--- src/rtl/dvs_aer_transmitter.sv ---
// dvs_aer_transmitter: DVS-side AER sender for loopback and self-test builds.
// Takes pixel events on a valid/ready port and sends each one as an optional
// Y-address word followed by an X-address word. Each word uses a 4-phase
// REQ/ACK handshake on a 10-bit bus.
// Ports:
//   clk, rst_n                  clock, asynchronous active-low reset
//   ev_valid/ev_ready           event handshake (accept on valid && ready)
//   ev_x, ev_y, ev_polarity     event payload, latched on accept
//   aer[9:0], xsel              AER word (xsel 0 = Y word, 1 = X word)
//   req / ack                   AER handshake; ack is asynchronous
//   busy                        high whenever the sender is not idle
module dvs_aer_transmitter #(
  parameter int unsigned DVS_X_ADDR_BITS    = 9,
  parameter int unsigned DVS_Y_ADDR_BITS    = 9,
  parameter int unsigned MIN_EVENT_CYCLES   = 9,
  parameter int unsigned SETUP_CYCLES       = 1,
  parameter int unsigned ROW_TIMEOUT_CYCLES = 100
) (
  input  logic                       clk,
  input  logic                       rst_n,
  input  logic                       ev_valid,
  output logic                       ev_ready,
  input  logic [DVS_X_ADDR_BITS-1:0] ev_x,
  input  logic [DVS_Y_ADDR_BITS-1:0] ev_y,
  input  logic                       ev_polarity,
  output logic [9:0]                 aer,
  output logic                       xsel,
  output logic                       req,
  input  logic                       ack,
  output logic                       busy
);

  localparam int unsigned ADDR_W    = 9;
  localparam int unsigned AER_W     = 10;
  localparam int unsigned PACE_N    = (MIN_EVENT_CYCLES > 0) ? MIN_EVENT_CYCLES : 1;
  localparam int unsigned PACE_W    = $clog2(PACE_N + 1);
  // The accept edge after the PACE -> IDLE edge must be at least PACE_N cycles
  // after the previous accept, so PACE may leave once PACE_N-1 cycles have gone by.
  localparam int unsigned PACE_EXIT = PACE_N - 1;
  localparam int unsigned SETUP_N   = (SETUP_CYCLES > 0) ? SETUP_CYCLES : 1;
  localparam int unsigned SETUP_W   = $clog2(SETUP_N + 1);
  localparam int unsigned IDLE_N    = (ROW_TIMEOUT_CYCLES > 0) ? ROW_TIMEOUT_CYCLES : 1;
  localparam int unsigned IDLE_W    = $clog2(IDLE_N + 1);

  typedef enum logic [2:0] {
    ST_IDLE    = 3'd0,
    ST_Y_SETUP = 3'd1,
    ST_Y_REQ   = 3'd2,
    ST_Y_REL   = 3'd3,
    ST_X_SETUP = 3'd4,
    ST_X_REQ   = 3'd5,
    ST_X_REL   = 3'd6,
    ST_PACE    = 3'd7
  } state_e;

  state_e              state_q, state_d;
  logic [AER_W-1:0]    aer_q, aer_d;
  logic                xsel_q, xsel_d;
  logic                req_q, req_d;
  logic                ev_ready_q, ev_ready_d;
  logic                busy_q, busy_d;
  logic [ADDR_W-1:0]   x_q, x_d;
  logic [ADDR_W-1:0]   y_q, y_d;
  logic                pol_q, pol_d;
  logic [ADDR_W-1:0]   last_y_q, last_y_d;
  logic                row_valid_q, row_valid_d;
  logic [SETUP_W-1:0]  setup_cnt_q, setup_cnt_d;
  logic [PACE_W-1:0]   pace_cnt_q, pace_cnt_d;
  logic [IDLE_W-1:0]   idle_cnt_q, idle_cnt_d;
  logic                ack_meta_q, ack_s_q;

  logic                accept_c;
  logic [ADDR_W-1:0]   ev_x_ext_c;
  logic [ADDR_W-1:0]   ev_y_ext_c;

  assign ev_x_ext_c = ADDR_W'(ev_x);
  assign ev_y_ext_c = ADDR_W'(ev_y);
  // ev_ready_q is only ever high while the FSM sits in IDLE.
  assign accept_c   = (state_q == ST_IDLE) && ev_valid && ev_ready_q;

  // Next-state and registered-output logic.
  always_comb begin
    state_d     = state_q;
    aer_d       = aer_q;
    xsel_d      = xsel_q;
    req_d       = req_q;
    x_d         = x_q;
    y_d         = y_q;
    pol_d       = pol_q;
    last_y_d    = last_y_q;
    row_valid_d = row_valid_q;
    setup_cnt_d = setup_cnt_q;
    idle_cnt_d  = idle_cnt_q;
    pace_cnt_d  = (pace_cnt_q < PACE_W'(PACE_EXIT)) ? pace_cnt_q + PACE_W'(1) : pace_cnt_q;

    unique case (state_q)
      ST_IDLE: begin
        if (accept_c) begin
          x_d         = ev_x_ext_c;
          y_d         = ev_y_ext_c;
          pol_d       = ev_polarity;
          setup_cnt_d = '0;
          idle_cnt_d  = '0;
          pace_cnt_d  = PACE_W'(1);
          // The latches load on this same edge, so the first word is formed
          // from the event fields being captured.
          if (row_valid_q && (ev_y_ext_c == last_y_q)) begin
            state_d = ST_X_SETUP;
            aer_d   = {ev_x_ext_c, ev_polarity};
            xsel_d  = 1'b1;
          end else begin
            state_d = ST_Y_SETUP;
            aer_d   = {1'b0, ev_y_ext_c};
            xsel_d  = 1'b0;
          end
        end else if (idle_cnt_q < IDLE_W'(IDLE_N)) begin
          idle_cnt_d = idle_cnt_q + IDLE_W'(1);
          if (idle_cnt_q == IDLE_W'(IDLE_N - 1)) begin
            row_valid_d = 1'b0;
          end
        end
      end

      ST_Y_SETUP, ST_X_SETUP: begin
        if (setup_cnt_q == SETUP_W'(SETUP_N - 1)) begin
          state_d = (state_q == ST_Y_SETUP) ? ST_Y_REQ : ST_X_REQ;
          req_d   = 1'b1;
        end else begin
          setup_cnt_d = setup_cnt_q + SETUP_W'(1);
        end
      end

      ST_Y_REQ, ST_X_REQ: begin
        if (ack_s_q) begin
          state_d = (state_q == ST_Y_REQ) ? ST_Y_REL : ST_X_REL;
          req_d   = 1'b0;
        end
      end

      ST_Y_REL: begin
        if (!ack_s_q) begin
          state_d     = ST_X_SETUP;
          aer_d       = {x_q, pol_q};
          xsel_d      = 1'b1;
          setup_cnt_d = '0;
          last_y_d    = y_q;
          row_valid_d = 1'b1;
        end
      end

      ST_X_REL: begin
        if (!ack_s_q) begin
          state_d = ST_PACE;
        end
      end

      ST_PACE: begin
        if (pace_cnt_q >= PACE_W'(PACE_EXIT)) begin
          state_d = ST_IDLE;
        end
      end

      default: begin
        state_d = ST_IDLE;
        req_d   = 1'b0;
      end
    endcase

    ev_ready_d = (state_d == ST_IDLE);
    busy_d     = (state_d != ST_IDLE);
  end

  // State, output and ack-synchronizer registers.
  always_ff @(posedge clk or negedge rst_n) begin
    if (!rst_n) begin
      state_q     <= ST_IDLE;
      aer_q       <= '0;
      xsel_q      <= 1'b0;
      req_q       <= 1'b0;
      ev_ready_q  <= 1'b0;
      busy_q      <= 1'b0;
      x_q         <= '0;
      y_q         <= '0;
      pol_q       <= 1'b0;
      last_y_q    <= '0;
      row_valid_q <= 1'b0;
      setup_cnt_q <= '0;
      pace_cnt_q  <= '0;
      idle_cnt_q  <= '0;
      ack_meta_q  <= 1'b0;
      ack_s_q     <= 1'b0;
    end else begin
      state_q     <= state_d;
      aer_q       <= aer_d;
      xsel_q      <= xsel_d;
      req_q       <= req_d;
      ev_ready_q  <= ev_ready_d;
      busy_q      <= busy_d;
      x_q         <= x_d;
      y_q         <= y_d;
      pol_q       <= pol_d;
      last_y_q    <= last_y_d;
      row_valid_q <= row_valid_d;
      setup_cnt_q <= setup_cnt_d;
      pace_cnt_q  <= pace_cnt_d;
      idle_cnt_q  <= idle_cnt_d;
      ack_meta_q  <= ack;
      ack_s_q     <= ack_meta_q;
    end
  end

  assign aer      = aer_q;
  assign xsel     = xsel_q;
  assign req      = req_q;
  assign ev_ready = ev_ready_q;
  assign busy     = busy_q;

endmodule

--- config.mk ---
export PLATFORM = sky130hd
export DESIGN_NAME = dvs_aer_transmitter
export DESIGN_NICKNAME = d
export VERILOG_FILES = /design/src/rtl/dvs_aer_transmitter.sv
export SDC_FILE = /design/constraint.sdc
export NUM_CORES = 1
export LEC_CHECK = 0
export CAP_MARGIN = 15
export CORE_MARGIN = 3
export CORE_UTILIZATION = 45
export DETAILED_ROUTE_END_ITERATION = 6
export DONT_BUFFER_PORTS = 1
export PLACE_DENSITY = 0.6
export SLEW_MARGIN = 20
export SYNTH_ARGS = -nofsm -noshare
export SYNTH_HDL_FRONTEND = slang
export SYNTH_SLANG_ARGS = --single-unit
--- constraint.sdc ---
create_clock -name clk -period 3.1 [get_ports clk]
set_clock_uncertainty 0.2 [all_clocks]
set_input_delay 0.465 -clock clk [delete_from_list [all_inputs] [get_ports clk]]
set_output_delay 0.465 -clock clk [all_outputs]
set_load 0.02 [all_outputs]
* Yosys cells after proc, flatten, opt, wreduce, memory -nomap -nowiden
Cells that the tools add are included.
** Word-level totals
- Register bits after elaboration :: 60
- Latch bits :: 0
- RAM bits :: 0
- Bits in read-only memories :: 0
- Logic and storage cells :: 92
- Memories kept :: 0
** Cells by class
- $add $sub $neg :: 3
- $mul :: 0
- Divide/modulo/power cells :: 0
- $lt $le $gt $ge :: 3
- Equal/unequal tests :: 16
- Shifts and indexed selects :: 0
- Muxes and demuxes :: 34
- Bitwise gates (word level) :: 1
- Reduce and logical (&&, ||, !) cells :: 19
** Operators by type and width (count)
- 2-to-1 mux 10 bit :: 3
- 2-to-1 mux 3 bit :: 9
- one-hot mux 10 bit (2 select lines) :: 1
- one-hot mux 3 bit (6 select lines) :: 1
- 2-to-1 mux 7 bit :: 2
- == test 3 bit, second input constant :: 4
- 2-to-1 mux 4 bit :: 3
- 2-to-1 mux 1 bit :: 11
- != test 2 bit, second input constant :: 5
- == test 9 bit :: 1
- AND reduction 3 bit :: 3
- adder 7 x 1 -> 7 bit, second input constant :: 1
- == test 7 bit, second input constant :: 1
- < comparator 7 bit, second input constant :: 1
- == test 3 x 2 -> 1 bit, second input constant :: 2
- logical NOT 3 bit :: 2
- one-hot mux 1 bit (2 select lines) :: 3
- AND reduction 2 bit :: 3
- nonzero test 2 bit :: 3
- nonzero test 3 bit :: 2
- AND reduction 5 bit :: 1
- adder 4 x 1 -> 4 bit, second input constant :: 1
- >= comparator 4 bit, second input constant :: 1
- < comparator 4 bit, second input constant :: 1
- 7 further kinds :: 11

* Logic depth before layout (Yosys ltp)
Gate-level depths: netlist of run 1.
- Depth after elaboration :: 6
- Mapped depth :: 7
- Depth with buffers taken out :: 5

* Worst setup path before layout of run 1
OpenSTA, ideal clock, no wires.
- Path kind :: flip-flop to flip-flop
- Start :: register ev_ready_q, in the netlist ev_ready
- End :: register idle_cnt_q[2]
- Library setup time :: 0.121 ns
- Data arrival time :: 1.480 ns
- Data required time :: 2.779 ns
- Slack :: 1.299 ns
- Stages on the path, launching flop included :: 7
- Period minus slack after synthesis :: 1.801 ns
- Path through :: dfrtp_1 -> and2_1 -> buf_1 -> o31ai_1 -> nor2_1 -> xnor2_1 -> nor2_1
** On the way
- Word-level cells in the longest chain between the ends :: 3
- Elaborated cells on any way between the ends :: 4
- Those cells by class :: 1 x mux; 3 x reduce/logical
** Ends and longest elaborated chain
- from (decl) :: line 60 : logic ev_ready_q, ev_ready_d;
- from (signal assigned) :: line 197 : ev_ready_q <= ev_ready_d;
- logical AND 1 bit (*) :: line 79 : assign accept_c = (state_q == ST_IDLE) && ev_valid && ev_ready_q;
- nonzero test 2 bit (no line)
- AND reduction 2 bit (no line)
- to (signal assigned) :: line 206 : idle_cnt_q <= idle_cnt_d;
- to (decl) :: line 69 : logic [IDLE_W-1:0] idle_cnt_q, idle_cnt_d;
Mark *: on every way between the ends. The rest lies on a longest branch, timed or not.
A chain may end at the register's enable or synchronous reset.

* Worst setup path in the final report of run 1
- Start :: register state_q[0]
- End :: register last_y_q[7]
** On the way
- Word-level cells in the longest chain between the ends :: 2
** Ends and longest elaborated chain
- from (decl) :: line 56 : state_e state_q, state_d;
- from (signal assigned) :: line 193 : state_q <= state_d;
- == test 3 x 2 -> 1 bit :: line 96 : unique case (state_q)
- AND reduction 2 bit (no line)
- to (signal assigned) :: line 202 : last_y_q <= last_y_d;
- to (decl) :: line 65 : logic [ADDR_W-1:0] last_y_q, last_y_d;
No other way between the ends.

==> summary.md, run 1 <==
| Metric | Value |
|---|---|
| Final setup fails | `0` |
| Tcrit/Tclk final | `0.740` |
| # port buffers | `0` |
| Critical Path AT | `2310 ps` |
| First-pass GRT wire length | `10100 um` |
| Synth Cell Area | `2780 um2` |
| Core Box Area | `5960 um2` |
| Dpl hpwl | `3850 um` |
| Clock Sink Count | `59` |
| Gr ovfl total | `0` |
| Die Wd | `84.6 um` |
| Root Buffer | `clkbuf_8` |
| Total CTS buffers | `9` |
| Synthesized net count | `315` |
| Fillers | `527` |
| Post-synth top area cell | `dfrtp_1` |
| Initial drt markers | `148` |
| Worst path max stage delay | `550 ps` |
| CTS max path bufs | `2` |
| Final slew viol count | `0` |
| Slew headroom | `0.446` |
| CP cell instances | `nand2_1, or2_2, nor2_2, mux2_2` |
| Crit path required time | `3110 ps` |
| Max cap viols | `0` |
| Crit. End Element | `flip-flop` |
| Clock latency at the later pin of the worst-skew pair | `330 ps` |
| RSZ-0062 raised after global routing | `false` |
| Pwr Density | `943 nW/um2` |
| Worst-margin pin slew | `828 ps` |
| Post-synthesis register bit count | `59` |
| Per-cell routed wire length | `15.8 um` |
| Layout Area Growth over Synthesis | `12.9%` |
| Final worst slack | `806 ps` |
| Part of the Yosys area used for sequential elements | `0.531` |
| Total Nets Final | `318` |
| Post-route setup TNS | `0 ps` |
| Initial core utilization | `0.467` |
| Status | `finished, final reports clean` |
| Full die area | `7160 um2` |
| DRT Wirelength | `5880 um` |
| Drt first pass iters | `4` |
| Drt drc | `0` |
| Largest vdd supply drop | `0.408 mV` |
| DP Area | `2840 um2` |
| Share of layout cells above drive strength 1 | `0.128` |
| Final hold vios | `0` |
| Crit-path max FO | `13` |
| Synth warnings | `0` |
| # resized after CTS | `0` |
| Global router's overall resource usage | `0.180` |
| # rows | `28` |
| Die Span Y | `84.6 um` |
| Final std cell area, no fill | `3140 um2` |
| Dpl ws | `823 ps` |
| Post-Syn Area per Cell | `9.63 um2` |
| HP Class | `primary input to flip-flop` |
| CTS tree | `built` |
| CTS H-tree lvls | `3` |
| Static Leak | `0.00144 uW` |
| Worst hold slack | `33.8 ps` |
| Antenna Cells | `0` |
| Top cell type's share of synthesized area | `0.531` |
| CP delay by family, top | `simple AND/OR/NAND/NOR gates` |
| Remaining antenna violation count | `0` |
| Initial antenna violation count | `0` |
| Vias in the first global route | `1974` |
| Vias per cell | `5.41` |
| Ports | `37` |
| Kind of critical path | `flip-flop to flip-flop` |
| Post-Synthesis Cells | `289` |
| Fmax | `436 MHz` |
| Tmin final | `2290 ps` |
| Unique masters post-synth | `37` |
| CP bufs+invs | `0` |
| Slowest cell on crit path | `dfrtp_1` |
| Last weighted congestion value of the routability-driven placer | `0.797` |
| Crit path launch type | `flip-flop` |
| DR vias | `2011` |
| Worst-path clk slew | `70 ps` |
| Synth top area cells | `dfrtp_1, nand2_1, mux2_2` |
| Largest net degree at the start of global routing | `60` |
final cells by class:
| class | count | area [um2] | share of cell area |
|---|---|---|---|
| clock inverters | 4 | 95.1 | 0.0303 |
| repair buffers | 8 | 85.1 | 0.0271 |
| multi-input cells | 208 | 1200 | 0.383 |
| flip-flops and latches | 59 | 1480 | 0.470 |
| clock buffers | 12 | 165 | 0.0525 |
| well taps | 75 | 93.8 | 0.0299 |
| inverters | 6 | 22.5 | 0.00717 |
cells by family after synthesis:
family,share of synthesized area
AOI/OAI and AO/OA,0.110
xor gates and xnor gates,0.0441
adders and majority gates,0.0135
buffers and inverters,0.0364
DFF,0.531
muxes,0.0724
and+or+nand+nor,0.193
registers in the layout (all words and copies together) (netlist names), 3 cells and up:
signal and flops:
aer 10, last_y_q 9, x_q 9, y_q 9, idle_cnt_q 7, pace_cnt_q 4
state_q 3
path summary, 6_finish.rpt:
check	start	to	slack (ps)	cells past startpoint
setup / recovery	state_q[0]$_DFF_PN0_	last_y_q[7]$_DFFE_PN0P_	810	4
hold / removal	ev_x[8]	x_q[8]$_DFFE_PN0P_	30	2
setup reg to reg	state_q[0]$_DFF_PN0_	last_y_q[7]$_DFFE_PN0P_	810	4
hold reg to reg	ack_meta_q$_DFF_PN0_	ack_s_q$_DFF_PN0_	150	0
max in group asynchronous	rst_n	ack_s_q$_DFF_PN0_	1970	2
min in group asynchronous	rst_n	x_q[8]$_DFFE_PN0P_	490	2
cells in the mapped netlist (all sizes together):
master   count
nand2       77
dfrtp       59
nor2        28
a21oi       13
buf         11
xnor2       11
mux2i       10
o21ai       10
mux2         9
a31oi        6
inv          6
a221oi       5
clkbuf       5
a211oi       4
nand3        4
nand4        4
nor3         4
nor3b        4
ha           3
xor2         3
o31ai        2
a211o        1
a21o         1
a41oi        1
and2         1
and3         1
nor2b        1
o2111a       1
o2111ai      1
or2          1
or3          1
or4          1
through the flow:
step,std cells,power (uW),utilization
after floorplan,289,1910,-
after CTS,372,2990,0.528
after detailed placement,353,2060,0.476
after global routing,372,3180,0.528
after global placement,353,2030,0.476
final,372,2970,0.528
cell usage in the layout, fill, tap and decap left out, types with 2 or more instances in the layout:
cell type      Yosys  final
nand2_1           77     77
dfrtp_1           59     59
nor2_1            26     26
a21oi_1           13     13
clkbuf_8           0     12
xnor2_1           11     11
o21ai_0           10     10
mux2i_1           10     10
mux2_2             9      9
inv_1              6      6
a31oi_1            6      6
buf_4              0      5
nand4_1            4      4
nand3_1            4      4
nor3b_1            4      4
a211oi_1           4      4
nor3_1             3      3
xor2_1             3      3
a221oi_2           3      3
ha_1               3      3
bufinv_16          0      3
nor2_2             2      2
a221oi_1           2      2
o31ai_1            2      2
dlygate4sd3_1      0      2
worst reg2reg max path: stages (launching register included):
cell and delay (ps):
dfrtp_1 550, nand2_1 140, or2_2 440, nor2_2 450
mux2_2 400
routing by layer:
metal  GRT usage  up-vias  routed length [um]
li1            -      980                   -
met1       0.252      974                2800
met2       0.250       49                2570
met3      0.0736        8                 432
met4      0.0662        0                  82
met5           0        -                   0
repair_timing:
action / CTS / global route
setup buffers: 0 / 0
endpoints found under the hold margin: 60 / 0
hold buffers: 3 / 0
power breakdown:
| part | switching [uW] | internal (uW) | total, uW |
|---|---|---|---|
| sequential | 341 | 1030 | 1380 |
| combinational | 379 | 314 | 694 |
| clock | 297 | 599 | 896 |
No activity file was read; power rests on OpenSTA's default activity.
==> inputs of run 2 (changes only) <==
clock period = 2.15 ns   (was 3.1 ns; I/O delays follow)
==> summary.md, run 2 (synthesized netlist as in run 1, its figures left out) <==
| Metric | Value |
|---|---|
| CP delay by family, top | `flip-flops` |
| Full die area | `7160 um2 (unchanged)` |
| Max cap viols | `0 (unchanged)` |
| Vias in the first global route | `2061 (+4.4%)` |
| Status | `finished, final reports clean` |
| Final slew viol count | `0 (unchanged)` |
| Worst path max stage delay | `540 ps (about the same)` |
| DRT Wirelength | `6270 um (+6.6%)` |
| Remaining antenna violation count | `0 (unchanged)` |
| Ports | `37 (unchanged)` |
| Crit. End Element | `flip-flop` |
| Static Leak | `0.00153 uW (+6.1%)` |
| CP cell instances | `nand2_1, or2_2, nor2_2, buf_4, mux2_2` |
| Tcrit/Tclk final | `0.898 (+0.158)` |
| Total CTS buffers | `9 (unchanged)` |
| Post-CTS Repair Setup Buffers | `0 (unchanged)` |
| Slew headroom | `0.649 (+0.203)` |
| Per-cell routed wire length | `15.8 um (+0.14%)` |
| Kind of critical path | `flip-flop to flip-flop` |
| Layout Area Growth over Synthesis | `20.0%` |
| CP bufs+invs | `1 (+1)` |
| Leading cell types in the layout, fill and taps excluded | `nand2_1, dfrtp_1, nor2_1` |
| Core Box Area | `5960 um2 (unchanged)` |
| PnR Total Power | `4130 uW (+39%)` |
| Initial core utilization | `0.467 (unchanged)` |
| Worst-margin pin slew | `522 ps (-306 ps)` |
| Initial antenna violation count | `0 (unchanged)` |
| Final setup fails | `0 (unchanged)` |
| HP Class | `primary input to flip-flop` |
| Root Buffer | `clkbuf_8` |
| Drt first pass iters | `4 (unchanged)` |
| Most common cell after layout, fill and taps aside | `nand2_1` |
| CTS H-tree lvls | `3 (unchanged)` |
| First-pass GRT wire length | `10500 um (+4.4%)` |
| Fmax | `518 MHz (+19%)` |
| Initial drt markers | `137 (-7.4%)` |
| Antenna Cells | `0 (unchanged)` |
| RSZ-0062 raised after global routing | `false` |
| Hold Buf Count CTS | `22 (+19)` |
| CTS tree | `built` |
| Share of layout cells above drive strength 1 | `0.134 (+0.00601)` |
| Worst-path clk slew | `60 ps (about the same)` |
| Largest net degree at the start of global routing | `60 (unchanged)` |
| Crit path required time | `2180 ps (-930 ps)` |
| Crit-path max FO | `13 (unchanged)` |
| Final hold vios | `0 (unchanged)` |
| Max reg flops | `10 (unchanged)` |
| Largest vdd supply drop | `0.538 mV (+32%)` |
| Die Wd | `84.6 um (unchanged)` |
| # rows | `28 (unchanged)` |
| Pwr Density | `1240 nW/um2 (+31%)` |
| Drt drc | `0 (unchanged)` |
| Post-route setup TNS | `0 ps (unchanged)` |
| Critical Path AT | `1960 ps (-350 ps)` |
| Tmin final | `1930 ps (-364 ps)` |
| Dpl hpwl | `3960 um (+2.8%)` |
| CTS max path bufs | `2 (unchanged)` |
| DR vias | `2062 (+2.5%)` |
| # resized after CTS | `0 (unchanged)` |
| Last weighted congestion value of the routability-driven placer | `0.792 (-0.67%)` |
| Clock Sink Count | `59 (unchanged)` |
| Slowest cell on crit path | `dfrtp_1` |
| Crit path launch type | `flip-flop` |
| # port buffers | `0 (unchanged)` |
| Gr ovfl total | `0 (unchanged)` |
| Total Nets Final | `344 (+8.2%)` |
| Vias per cell | `5.21 (-3.7%)` |
| Clock latency at the later pin of the worst-skew pair | `340 ps (about the same)` |
| Die Span Y | `84.6 um (unchanged)` |
| Global router's overall resource usage | `0.192 (+0.0121)` |
[run 2: power by group]
| part | internal, uW | switching [uW] | leakage, uW |
|---|---|---|---|
| logic | 535 | 598 | 0.000675 |
| clock network | 615 | 421 | 0.000104 |
| registers | 1490 | 469 | 0.000751 |
| total | 2640 | 1490 | 0.00153 |
[run 2: final timing paths]
| path | from | cells past startpoint | to | slack [ps] |
|---|---|---|---|---|
| min in group asynchronous | rst_n | 2 | aer[8]$_DFFE_PN0P_ | 310 |
| setup reg to reg | state_q[1]$_DFF_PN0_ | 5 | last_y_q[5]$_DFFE_PN0P_ | 220 |
| hold reg to reg | ack_meta_q$_DFF_PN0_ | 0 | ack_s_q$_DFF_PN0_ | 150 |
| setup / recovery | state_q[1]$_DFF_PN0_ | 5 | last_y_q[5]$_DFFE_PN0P_ | 220 |
| max in group asynchronous | rst_n | 2 | req$_DFFE_PN0P_ | 1160 |
| hold / removal | ev_y[8] | 2 | aer[8]$_DFFE_PN0P_ | 10 |
[run 2: cell type report]
type                       count  area (um2)
fill                         546        2620
sequential                    59        1480
clock buffer                  12         165
tap                           75        93.8
inverter                       6        22.5
multi-input combinational    208        1200
timing repair buffer          34         340
clock inverter                 2        35.0
[run 2: worst register-to-register path, stage by stage (launching register included)]
cell,delay [ps]
dfrtp_1,540
nand2_1,140
or2_2,320
nor2_2,80
buf_4,190
mux2_2,350
[run 2: layer usage]
| metal | up-vias | global-route usage | routed length (um) |
|---|---|---|---|
| li1 | 1031 | - | - |
| met1 | 963 | 0.275 | 3100 |
| met2 | 56 | 0.264 | 2630 |
| met3 | 12 | 0.0530 | 389 |
| met4 | 0 | 0.0993 | 142 |
| met5 | - | 0 | 0 |
[run 2: per-stage QoR]
step                utilization  hold slack, ps  std cells  worst slack [ps]  cell area [um2]
CTS                       0.561            6.85        396               224             3340
global placement          0.487            -172        360               262             2900
detailed placement        0.487            -172        360               235             2900
finish                    0.561            11.7        396               219             3340
floorplan                     -            -173        289               349             2780
global route              0.561            16.0        396              76.1             3340
